[config.mk]
export PLATFORM = sky130hd
export DESIGN_NAME = serialtx_arbiter_flat
export DESIGN_NICKNAME = d
export VERILOG_FILES = /design/src/rtl/serialtx_pkg.sv /design/src/rtl/serialtx_arbiter_if.sv /design/src/rtl/serialtx_arbiter_rr_pick.sv /design/src/rtl/serialtx_arbiter.sv /design/src/flat_wrapper.sv
export SDC_FILE = /design/constraint.sdc
export NUM_CORES = 1
export LEC_CHECK = 0
export CAP_MARGIN = 0
export CORE_MARGIN = 4
export CORE_UTILIZATION = 39
export CTS_CLUSTER_SIZE = 10
export DETAILED_ROUTE_END_ITERATION = 16
export GPL_TIMING_DRIVEN = 0
export HOLD_SLACK_MARGIN = 0.02
export PLACE_DENSITY = 0.71
export SYNTH_ARGS = -nofsm -noshare
export SYNTH_HDL_FRONTEND = slang
export SYNTH_SLANG_ARGS = --single-unit
[constraint.sdc]
create_clock -name clk -period 3.3 [get_ports clk]
set_clock_uncertainty 0.1 [all_clocks]
set_input_delay 0.33 -clock clk [delete_from_list [all_inputs] [get_ports clk]]
set_output_delay 0.33 -clock clk [all_outputs]
set_load 0.01 [all_outputs]
[src/rtl/serialtx_pkg.sv]
// Shared types and constants for the serialtx arbiter slice.
package serialtx_pkg;

  typedef enum logic [1:0] {
    IDLE     = 2'd0,
    REQ      = 2'd1,
    WAIT_ACK = 2'd2
  } state_t;

  localparam int          FRAME_DEFAULT = 8;
  localparam logic [31:0] WB_TX_ADDR    = 32'h0;

endpackage

[src/rtl/serialtx_arbiter_if.sv]
// Wishbone write-only link from the arbiter (master) to the serialtx UART (slave).
interface serialtx_arbiter_if #(
  parameter int FRAME = 8
);
  logic             cyc;
  logic             stb;
  logic             we;
  logic [31:0]      addr;
  logic [FRAME-1:0] data_w;
  logic             ack;
  logic             stall;

  modport master (output cyc, stb, we, addr, data_w, input ack, stall);
  modport slave  (input cyc, stb, we, addr, data_w, output ack, stall);
endinterface

[src/rtl/serialtx_arbiter_rr_pick.sv]
// Combinational round-robin picker: first set request at or above i_ptr, wrapping.
module rr_pick #(
  parameter  int N  = 4,
  localparam int IW = $clog2(N)
) (
  input  logic [N-1:0]  i_req,
  input  logic [IW-1:0] i_ptr,
  output logic [N-1:0]  o_gnt,
  output logic [IW-1:0] o_idx,
  output logic          o_any
);

  logic [IW-1:0] w_j;

  // NOTE: every output gets a default before the loop, so no path leaves one unassigned and no latch is inferred.
  always_comb begin
    o_gnt = '0;
    o_idx = '0;
    o_any = 1'b0;
    w_j   = '0;
    for (int k = 0; k < N; k++) begin
      w_j = IW'((int'(i_ptr) + k) % N);
      if (!o_any && i_req[w_j]) begin
        o_any      = 1'b1;
        o_idx      = w_j;
        o_gnt[w_j] = 1'b1;
      end
    end
  end

endmodule

[src/rtl/serialtx_arbiter.sv]
// Round-robin arbiter sharing one serialtx UART between NREQ byte streams,
// with per-packet grant locking and a single outstanding Wishbone write.
module serialtx_arbiter
  import serialtx_pkg::*;
#(
  parameter  int NREQ         = 4,
  parameter  int FRAME        = FRAME_DEFAULT,
  parameter  int LOCK_TIMEOUT = 64,
  localparam int IW           = $clog2(NREQ)
) (
  input  logic                  clk,
  input  logic                  rst_n,
  input  logic [NREQ-1:0]       i_req_valid,
  input  logic [NREQ*FRAME-1:0] i_req_data,
  input  logic [NREQ-1:0]       i_req_last,
  output logic [NREQ-1:0]       o_req_ready,
  serialtx_arbiter_if.master    m_wb,
  output logic [IW-1:0]         o_grant_id,
  output logic                  o_locked,
  output logic [31:0]           o_bytes_sent
);

  localparam int TW = $clog2(LOCK_TIMEOUT + 1);

  state_t            r_state, w_next;
  logic [IW-1:0]     r_rr_ptr, r_grant_id;
  logic              r_locked;
  logic [TW-1:0]     r_timeout;
  logic [FRAME-1:0]  r_data;
  logic [31:0]       r_bytes_sent;

  logic [NREQ-1:0]   w_elig, w_gnt;
  logic [IW-1:0]     w_idx;
  logic              w_any, w_xfer, w_last, w_done;
  logic [FRAME-1:0]  w_data;

  // While locked only the owner may compete, so the picker lands on it directly.
  assign w_elig = r_locked ? (i_req_valid & (NREQ'(1) << r_grant_id)) : i_req_valid;

  rr_pick #(.N(NREQ)) u_pick (
    .i_req (w_elig),
    .i_ptr (r_rr_ptr),
    .o_gnt (w_gnt),
    .o_idx (w_idx),
    .o_any (w_any)
  );

  assign w_xfer = (r_state == IDLE) && w_any;
  assign w_last = i_req_last[w_idx];
  assign w_data = i_req_data[int'(w_idx)*FRAME +: FRAME];
  // An ack alongside an accepted strobe completes the write as well.
  assign w_done = m_wb.ack && ((r_state == WAIT_ACK) || (r_state == REQ && !m_wb.stall));

  // NOTE: sequential state uses non-blocking assignment only, so every flop samples pre-edge values.
  always_ff @(posedge clk or negedge rst_n) begin
    if (!rst_n) r_state <= IDLE;
    else        r_state <= w_next;
  end

  always_comb begin
    w_next = r_state;
    unique case (r_state)
      IDLE:     if (w_any) w_next = REQ;
      REQ:      if (!m_wb.stall) w_next = m_wb.ack ? IDLE : WAIT_ACK;
      WAIT_ACK: if (m_wb.ack) w_next = IDLE;
      default:  w_next = IDLE;
    endcase
  end

  always_comb begin
    m_wb.cyc    = (r_state != IDLE);
    m_wb.stb    = (r_state == REQ);
    m_wb.we     = (r_state != IDLE);
    m_wb.addr   = WB_TX_ADDR;
    m_wb.data_w = r_data;
    // Gated by rst_n so ready is low for the whole reset, not just after the first edge.
    o_req_ready = w_gnt & {NREQ{rst_n && (r_state == IDLE)}};
  end

  always_ff @(posedge clk or negedge rst_n) begin
    if (!rst_n) begin
      r_rr_ptr     <= '0;
      r_grant_id   <= '0;
      r_locked     <= 1'b0;
      r_timeout    <= '0;
      r_data       <= '0;
      r_bytes_sent <= '0;
    end else begin
      if (w_xfer) begin
        r_data     <= w_data;
        r_grant_id <= w_idx;
        r_rr_ptr   <= (w_idx == IW'(NREQ - 1)) ? '0 : w_idx + 1'b1;
        r_locked   <= !w_last;
        r_timeout  <= '0;
      end else if (r_state == IDLE && r_locked) begin
        if (r_timeout == TW'(LOCK_TIMEOUT - 1)) begin
          r_locked  <= 1'b0;
          r_timeout <= '0;
        end else begin
          r_timeout <= r_timeout + 1'b1;
        end
      end
      if (w_done) r_bytes_sent <= r_bytes_sent + 32'd1;
    end
  end

  assign o_grant_id   = r_grant_id;
  assign o_locked     = r_locked;
  assign o_bytes_sent = r_bytes_sent;

endmodule
[src/flat_wrapper.sv]
// flat-port wrapper written by rule: the top's interface ports become plain ports
module serialtx_arbiter_flat import serialtx_pkg::*;
#(
  parameter  int NREQ         = 4,
  parameter  int FRAME        = FRAME_DEFAULT,
  parameter  int LOCK_TIMEOUT = 64,
  localparam int IW           = $clog2(NREQ)
)
  (clk, rst_n, i_req_valid, i_req_data, i_req_last, o_req_ready, o_grant_id, o_locked, o_bytes_sent, m_wb_cyc, m_wb_stb, m_wb_we, m_wb_addr, m_wb_data_w, m_wb_ack, m_wb_stall);
  serialtx_arbiter_if #(.FRAME(FRAME)) m_wb_i ();
  input  logic clk;
  input  logic rst_n;
  input  logic [NREQ-1:0] i_req_valid;
  input  logic [NREQ*FRAME-1:0] i_req_data;
  input  logic [NREQ-1:0] i_req_last;
  output logic [NREQ-1:0] o_req_ready;
  output logic [IW-1:0] o_grant_id;
  output logic o_locked;
  output logic [31:0] o_bytes_sent;
  output wire logic [$bits(m_wb_i.cyc)-1:0] m_wb_cyc;
  output wire logic [$bits(m_wb_i.stb)-1:0] m_wb_stb;
  output wire logic [$bits(m_wb_i.we)-1:0] m_wb_we;
  output wire logic [$bits(m_wb_i.addr)-1:0] m_wb_addr;
  output wire logic [$bits(m_wb_i.data_w)-1:0] m_wb_data_w;
  input wire logic [$bits(m_wb_i.ack)-1:0] m_wb_ack;
  input wire logic [$bits(m_wb_i.stall)-1:0] m_wb_stall;
  assign m_wb_cyc = m_wb_i.cyc;
  assign m_wb_stb = m_wb_i.stb;
  assign m_wb_we = m_wb_i.we;
  assign m_wb_addr = m_wb_i.addr;
  assign m_wb_data_w = m_wb_i.data_w;
  assign m_wb_i.ack = m_wb_ack;
  assign m_wb_i.stall = m_wb_stall;
  serialtx_arbiter #(.NREQ(NREQ), .FRAME(FRAME), .LOCK_TIMEOUT(LOCK_TIMEOUT)) u_core (.clk(clk), .rst_n(rst_n), .i_req_valid(i_req_valid), .i_req_data(i_req_data), .i_req_last(i_req_last), .o_req_ready(o_req_ready), .m_wb(m_wb_i), .o_grant_id(o_grant_id), .o_locked(o_locked), .o_bytes_sent(o_bytes_sent));
endmodule
==> summary.txt, run 1 <==
Pwr
  • Sw power: about 1.6 mW
  • Leak: 2.24 nW
  • Sw Ratio: 42.1%
  • Flop pwr share: 24.9%
  • Power, Total: 3.71 mW
  • Power share of the combinational group: 64.0%
  • Internal Power: 2.14 mW
  • Worst VDD drop: around 0.00044 V
  • Clock share of power: 11.1%
  • Pwr per Cell Area: 750 nW/um2

Floorplan
  • Num rows: 34
  • DIE HEIGHT: between 100 and 150 um
  • Core area: 8760 um2
  • Die W: 103 um
  • Die Area: between 10000 and 15000 um2
  • Initial core utilization: 40.5%
  • Count of boundary I/O pins: 126

Route
  • # DRC: 0
  • Antenna Nets Post-Route: 0
  • Drt initial violations: 144
  • Drt first pass iters: 5
  • Vias: 3002
  • Wire per inst: 14.5 um
  • Vias/cell: around 5.0
  • Final wirelength: 8.75 mm

STA
  • Final hold vios: 0
  • Slew Limit Headroom: 61.3%
  • Setup violators final: 0
  • RSZ-0062 raised after global routing: true
  • Worst slew pin tran: 0.581 ns
  • Crit share post-route: 97.3%
  • Count of pins over their slew limit: 0
  • Minimum clock period: 3.21 ns
  • F_max: a little over 300 MHz

GRT
  • Number of global-route vias before repair: 2861
  • First-pass GRT wire length: 14.0 mm
  • Total grt overflow: 0
  • Pin count of the biggest net entering global routing: 32
  • Initial antenna violation count: 0
  • All-layer global routing usage: between 10% and 20%

Clock tree
  • Worst-Skew Late Latency: 0.31 ns
  • CTS H-tree lvls: 2
  • Clk sinks: 54
  • TritonCTS buffer count: 5
  • CTS tree: built
  • Clock slew at the register clock pins of the worst setup and hold paths: 0.09 ns
  • CTS max path bufs: 2
  • Root Driver: clkbuf_8

Yosys
  • Most common library cells after synthesis: 54 x dfrtp_1, 38 x nand2_1, 34 x buf_4, 30 x xnor2_1, 21 x mux2i_1
  • Synth top area share: 38.1%
  • Syn Inst Count: 357
  • Sequential area share after synthesis: 38.1%
  • Top_reg_cell synth: dfrtp_1
  • Post-Syn Area per Cell: 9.93 um2
  • Synth cell types: 49
  • Synthesis warning total: 0
  • Mapped Area: roughly 3500 um2
  • Post-synthesis async set-or-reset flop share: 100%
  • Largest area contributor in the netlist: dfrtp_1
  • Post-synth EDFFs: 0
  • #FFs+latches synth: 54
  • Synth area leaders: dfrtp_1 38%, xnor2_1 7.4%, buf_4 7.2%
  • Most frequent cell after synthesis: dfrtp_1

Worst setup path
  • Crit Path Class: flop to primary output
  • Startpoint Class: flop
  • Crit path max-delay cell type: clkdlybuf4s50_1
  • Delay of the slowest critical-path stage: 0.55 ns
  • Worst Path Buf+Inv: 3
  • Critical Path AT: 2.78 ns
  • Setup crit end kind: primary output
  • Top delay family on crit path: buffers and inverters
  • WP data required: ~2.9 ns
  • CP cell instances: buf_6 -> mux2i_4 -> o221ai_4 -> buf_4 -> or3_1 -> a21oi_2 -> nand2_1 -> a21oi_1 -> clkdlybuf4s50_1
  • Max Fanout on Critical Path: 10

Final layout
  • Finished Cell Area: 4940 um2
  • Area delta synth->final: 39.2%
  • Post-layout nets: 549
  • Ant. Diodes: 0
  • Final Util: 56.3%
  • Share of cells above drive strength 1: 16.8%

Placed design
  • Final RePlAce weighted congestion: 0.870
  • I/O Buffers: 93
  • Area after DPL: between 4000 and 5000 um2
  • Post-DP HPWL: 6.77 mm

Hold path
  • Hold WC Path Type: flop to flop

Status
  • Status: finished, final reports clean

Run
  • Max-cap viol count: 0
## placed cells by master (no fill, tap or decap), types with 5 or more instances in the layout
cell type / instances
a21oi_1: 10
and2_1: 5
and3_1: 7
buf_2: 5
buf_4: 40
clkbuf_8: 7
clkdlybuf4s50_1: 88
conb_1: 32
dfrtp_1: 53
ha_1: 10
inv_1: 9
mux2_2: 10
mux2i_1: 20
nand2_1: 38
nand3_1: 18
nand4_1: 11
o21ai_0: 12
o21ai_1: 6
o31ai_1: 6
xnor2_1: 30
## registers in the layout, indices dropped and copies added, names as in the netlist
signal               flops
u_core.r_state           2
u_core.m_wb.data_w       8
u_core.r_timeout         7
u_core.r_rr_ptr          2
u_core.o_locked          1
u_core.o_grant_id        2
u_core.o_bytes_sent     32
## metal layers
layer	up-vias	track usage, %	part of all wire, %
li1	1490	-	-
met1	1397	21.9	44
met3	12	5.23	9.1
met2	103	25.7	46
met5	-	0	0
met4	0	3.78	1.2
## worst paths after layout
check | end | cells after the start | slack [ns] | startpoint
setup / recovery | o_req_ready[1] | 9 | 0.09 | u_core.r_rr_ptr[0]$_DFFE_PN0P_
hold / removal | u_core.o_bytes_sent[31]$_DFFE_PN0P_ | 1 | 0.38 | u_core.o_bytes_sent[31]$_DFFE_PN0P_
setup reg to reg | u_core.m_wb.data_w[0]$_DFFE_PN0P_ | 7 | 0.44 | u_core.o_grant_id[0]$_DFFE_PN0P_
hold reg to reg | u_core.o_bytes_sent[31]$_DFFE_PN0P_ | 1 | 0.38 | u_core.o_bytes_sent[31]$_DFFE_PN0P_
max in group asynchronous | u_core.o_grant_id[0]$_DFFE_PN0P_ | 3 | 2.08 | rst_n
min in group asynchronous | u_core.o_bytes_sent[9]$_DFFE_PN0P_ | 2 | 0.45 | rst_n
## power groups by stage
stage / registers [mW] / clock network (mW) / logic, mW
2_1_floorplan: 0.956 / 0 / 1.56
3_3_place_gp: 0.934 / 0 / 2.23
3_5_place_dp: 0.940 / 0 / 2.26
4_1_cts: 0.920 / 0.427 / 2.33
5_1_grt: 0.938 / 0.451 / 2.62
6_report: 0.923 / 0.411 / 2.37
## cell type report
type / instances / area, um2
Tap cell: 108 / 135
Clock buffer: 7 / 96.3
Clock inverter: 1 / 8.76
Fill cell: 796 / 3830
Timing Repair Buffer: 100 / 1000
Buffer: 45 / 322
Sequential cell: 54 / 1350
Multi-Input combinational cell: 278 / 1980
Inverter: 10 / 41.3
## per-stage QoR
stage               cells  hold WS (ns)  setup WS (ns)  TNS [ns]
finish                603         0.379         0.0876         0
global route          603         0.415         -0.109    -0.109
CTS                   600         0.381         0.0137         0
detailed placement    590         0.266         -0.243    -0.895
global placement      589         0.363         -0.971     -3.87
floorplan             388       -0.0656          0.573         0
## kinds of logic (layout without fill, tap and decap cells)
logic type	Yosys count	count (layout)	share of synthesized area, %
DFF	54	54	38.1
buffers and inverters	56	163	10.1
and+or+nand+nor	106	106	15.9
xor gates and xnor gates	33	33	8.15
muxes	34	34	11.0
other	1	32	0.106
adders and majority gates	11	11	3.88
AOI/OAI and AO/OA	62	62	12.7
## timing repair
item	in CTS	in global routing
gates resized for setup	6	9
endpoints found under the hold margin	23	0
pin swaps	0	2
setup buffers	2	3
hold buffers	1	0
endpoints found under the setup margin	4	4
No activity file was read; power rests on OpenSTA's default activity.
==> inputs of run 2 (changes only) <==
Settings changed: CELL_PAD_IN_SITES_DETAIL_PLACEMENT set to 1, CELL_PAD_IN_SITES_GLOBAL_PLACEMENT set to 1, CORE_UTILIZATION 39 to 34, PLACE_DENSITY 0.71 to unset, PLACE_DENSITY_LB_ADDON set to 0.1, REMOVE_ABC_BUFFERS set to 1.
==> summary.txt, run 2 (synthesis gave the netlist of run 1 again) <==
Clock tree
  • Clock slew at the register clock pins of the worst setup and hold paths: 0.10 ns (was 0.09 ns)
  • Root Driver: clkbuf_8 (unchanged)
  • TritonCTS buffer count: 5 (unchanged)
  • CTS H-tree lvls: 2 (unchanged)
  • Worst-Skew Late Latency: 0.31 ns (about the same)
  • CTS max path bufs: 2 (unchanged)
  • CTS tree: built (unchanged)
  • Clk sinks: 54 (unchanged)

Route
  • Drt first pass iters: 4 (was 5)
  • # DRC: 0 (unchanged)
  • Final wirelength: 9.56 mm (was 8.75 mm)
  • Antenna Nets Post-Route: 0 (unchanged)
  • Vias/cell: 4.89 (was 4.98)
  • Drt initial violations: 96 (was 144)
  • Vias: 2938 (was 3002)
  • Wire per inst: 15.9 um (was 14.5 um)

Worst setup path
  • Top delay family on crit path: compound AO/OA/AOI/OAI gates (was buffers and inverters)
  • Startpoint Class: flop (unchanged)
  • Setup crit end kind: flop (was primary output)
  • Worst Path Buf+Inv: 4 (was 3)
  • Crit Path Class: flop to flop (was flop to primary output)
  • CP cell instances: buf_4 -> nand4b_1 -> o221ai_4 -> buf_4 -> buf_4 -> buf_4 -> a211oi_4 -> a21oi_1 -> mux2i_4 -> mux2_2 -> o21ai_0 (was buf_6 -> mux2i_4 -> o221ai_4 -> buf_4 -> or3_1 -> a21oi_2 -> nand2_1 -> a21oi_1 -> clkdlybuf4s50_1)
  • Crit path max-delay cell type: dfrtp_4 (was clkdlybuf4s50_1)
  • Delay of the slowest critical-path stage: 0.54 ns (was 0.55 ns)
  • Critical Path AT: 3.18 ns (was 2.78 ns)
  • WP data required: 3.42 ns (was 2.87 ns)
  • Crit-path most repeated cell: buf_4
  • Max Fanout on Critical Path: 10 (unchanged)

Pwr
  • Sw power: 1.65 mW (was 1.56 mW)
  • Flop pwr share: 24.2% (was 24.9%)
  • Internal Power: 2.36 mW (was 2.14 mW)
  • Power share of the combinational group: 62.3% (was 64.0%)
  • Pwr per Cell Area: 826 nW/um2 (was 750 nW/um2)
  • Sw Ratio: 41.1% (was 42.1%)
  • Leak: 2.12 nW (was 2.24 nW)
  • Clock share of power: 13.5% (was 11.1%)
  • Power, Total: 4.01 mW (was 3.71 mW)
  • Worst VDD drop: 0.000297 V (was 0.000443 V)

GRT
  • All-layer global routing usage: 15.5% (was 16.3%)
  • Pin count of the biggest net entering global routing: 37 (was 32)
  • Total grt overflow: 0 (unchanged)
  • Number of global-route vias before repair: 2990 (was 2861)
  • Initial antenna violation count: 0 (unchanged)
  • First-pass GRT wire length: 15.0 mm (was 14.0 mm)

Floorplan
  • Initial core utilization: 34.7% (was 40.5%)
  • Core area: 10200 um2 (was 8760 um2)
  • Die W: 110 um (was 103 um)
  • Die Area: 12100 um2 (was 10700 um2)
  • DIE HEIGHT: 110 um (was 103 um)
  • Count of boundary I/O pins: 126 (unchanged)
  • Num rows: 37 (was 34)

Final layout
  • Area delta synth->final: 36.8% (was 39.2%)
  • Non-Filler Instances: 601 (was 603)
  • Max FFs per register: 32 (unchanged)
  • FF/Latch Area: 1360 um2 (was 1350 um2)
  • Most frequent cells in the layout: 87 x clkdlybuf4s50_1, 50 x dfrtp_1, 37 x nand2_1 (was 88 x clkdlybuf4s50_1, 53 x dfrtp_1, 40 x buf_4)
  • Share of cells above drive strength 1: 13.8% (was 16.8%)
  • Post-layout nets: 519 (was 549)
  • Layout fillers: 1159 (was 796)
  • Ant. Diodes: 0 (unchanged)
  • Commonest non-fill, non-tap cell in the layout: clkdlybuf4s50_1 (unchanged)
  • Multi-input gate area: 2010 um2 (was 1980 um2)
  • Finished Cell Area: 4850 um2 (was 4940 um2)

STA
  • Setup violators final: 0 (unchanged)
  • Count of pins over their slew limit: 0 (unchanged)
  • Final hold vios: 0 (unchanged)
  • Slew Limit Headroom: 50.7% (was 61.3%)
  • Final setup TNS: 0 ns (unchanged)
  • RSZ-0062 raised after global routing: false (was true)
  • Worst slew pin tran: 0.740 ns (was 0.581 ns)
  • Minimum clock period: 3.06 ns (was 3.21 ns)
  • F_max: 327 MHz (was 311 MHz)
  • Crit share post-route: 92.7% (was 97.3%)

Placed design
  • Area after DPL: 4480 um2 (was 4740 um2)
  • Dpl cells: 573 (was 590)
  • Final RePlAce weighted congestion: 0.776 (was 0.870)
  • I/O Buffers: 93 (unchanged)
  • Post-DP HPWL: 6.99 mm (was 6.77 mm)

Status
  • Status: finished, final reports clean (unchanged)

Run
  • Max-cap viol count: 0 (unchanged)

Hold path
  • Hold WC Path Type: flop to flop (unchanged)
-- run 2: cell count changes in the layout (fill, tap and decap cells not counted), sizes merged --
cell,before,now
buf,48,21
clkinv,1,0
clkbuf,11,7
bufinv,0,2
clkdlybuf4s50,88,87
dlygate4sd2,0,1
-- run 2: layout make-up --
| type | count | share of cell area (%) |
|---|---|---|
| well taps | 136 | 3.51 |
| inverters | 10 | 0.851 |
| clock buffers | 6 | 1.70 |
| clock inverters | 2 | 1.24 |
| multi-input cells | 278 | 41.5 |
| flip-flops and latches | 54 | 28.0 |
| repair buffers | 115 | 23.1 |
-- run 2: metrics by stage --
stage               utilization [%]  worst slack, ns  hold slack, ns
finish                         47.4            0.240           0.376
global route                   47.4           0.0251           0.416
CTS                            45.7           0.0147           0.380
detailed placement             43.8           -0.459           0.214
global placement               43.4            -1.49           0.363
floorplan                         -           -0.585         -0.0656
-- run 2: what timing repair did --
item,4_1_cts,5_1_grt
buffers inserted,4,15
endpoints found under the hold margin,19,0
pin swaps,1,5
endpoints found under the setup margin,17,7
gates resized for setup,8,16
hold buffers,1,0
-- run 2: path summary, 6_finish.rpt --
path / from / to / slack, ns / depth (start not counted)
max reg2reg: u_core.r_rr_ptr[0]$_DFFE_PN0P_ / u_core.m_wb.data_w[2]$_DFFE_PN0P_ / 0.24 / 11
max in group asynchronous: rst_n / u_core.r_rr_ptr[0]$_DFFE_PN0P_ / 2.12 / 3
min: u_core.o_bytes_sent[31]$_DFFE_PN0P_ / u_core.o_bytes_sent[31]$_DFFE_PN0P_ / 0.38 / 1
min in group asynchronous: rst_n / u_core.o_bytes_sent[29]$_DFFE_PN0P_ / 0.40 / 2
min reg2reg: u_core.o_bytes_sent[31]$_DFFE_PN0P_ / u_core.o_bytes_sent[31]$_DFFE_PN0P_ / 0.38 / 1
max: u_core.r_rr_ptr[0]$_DFFE_PN0P_ / u_core.m_wb.data_w[2]$_DFFE_PN0P_ / 0.24 / 11
-- run 2: per-layer routing --
layer | up-vias | track usage, % | share of wire (%)
li1 | 1428 | - | -
met1 | 1452 | 20.3 | 44
met2 | 54 | 26.6 | 52
met3 | 4 | 2.50 | 3.2
met4 | 0 | 4.05 | 0.85
met5 | - | 0 | 0
-- run 2: power groups by stage --
stage | registers [mW] | logic (mW) | clock network, mW
after floorplan | 1.00 | 1.40 | 0
after global placement | 1.00 | 2.07 | 0
after detailed placement | 1.01 | 2.15 | 0
after CTS | 0.975 | 2.24 | 0.559
after global routing | 0.997 | 2.75 | 0.588
final | 0.968 | 2.50 | 0.543
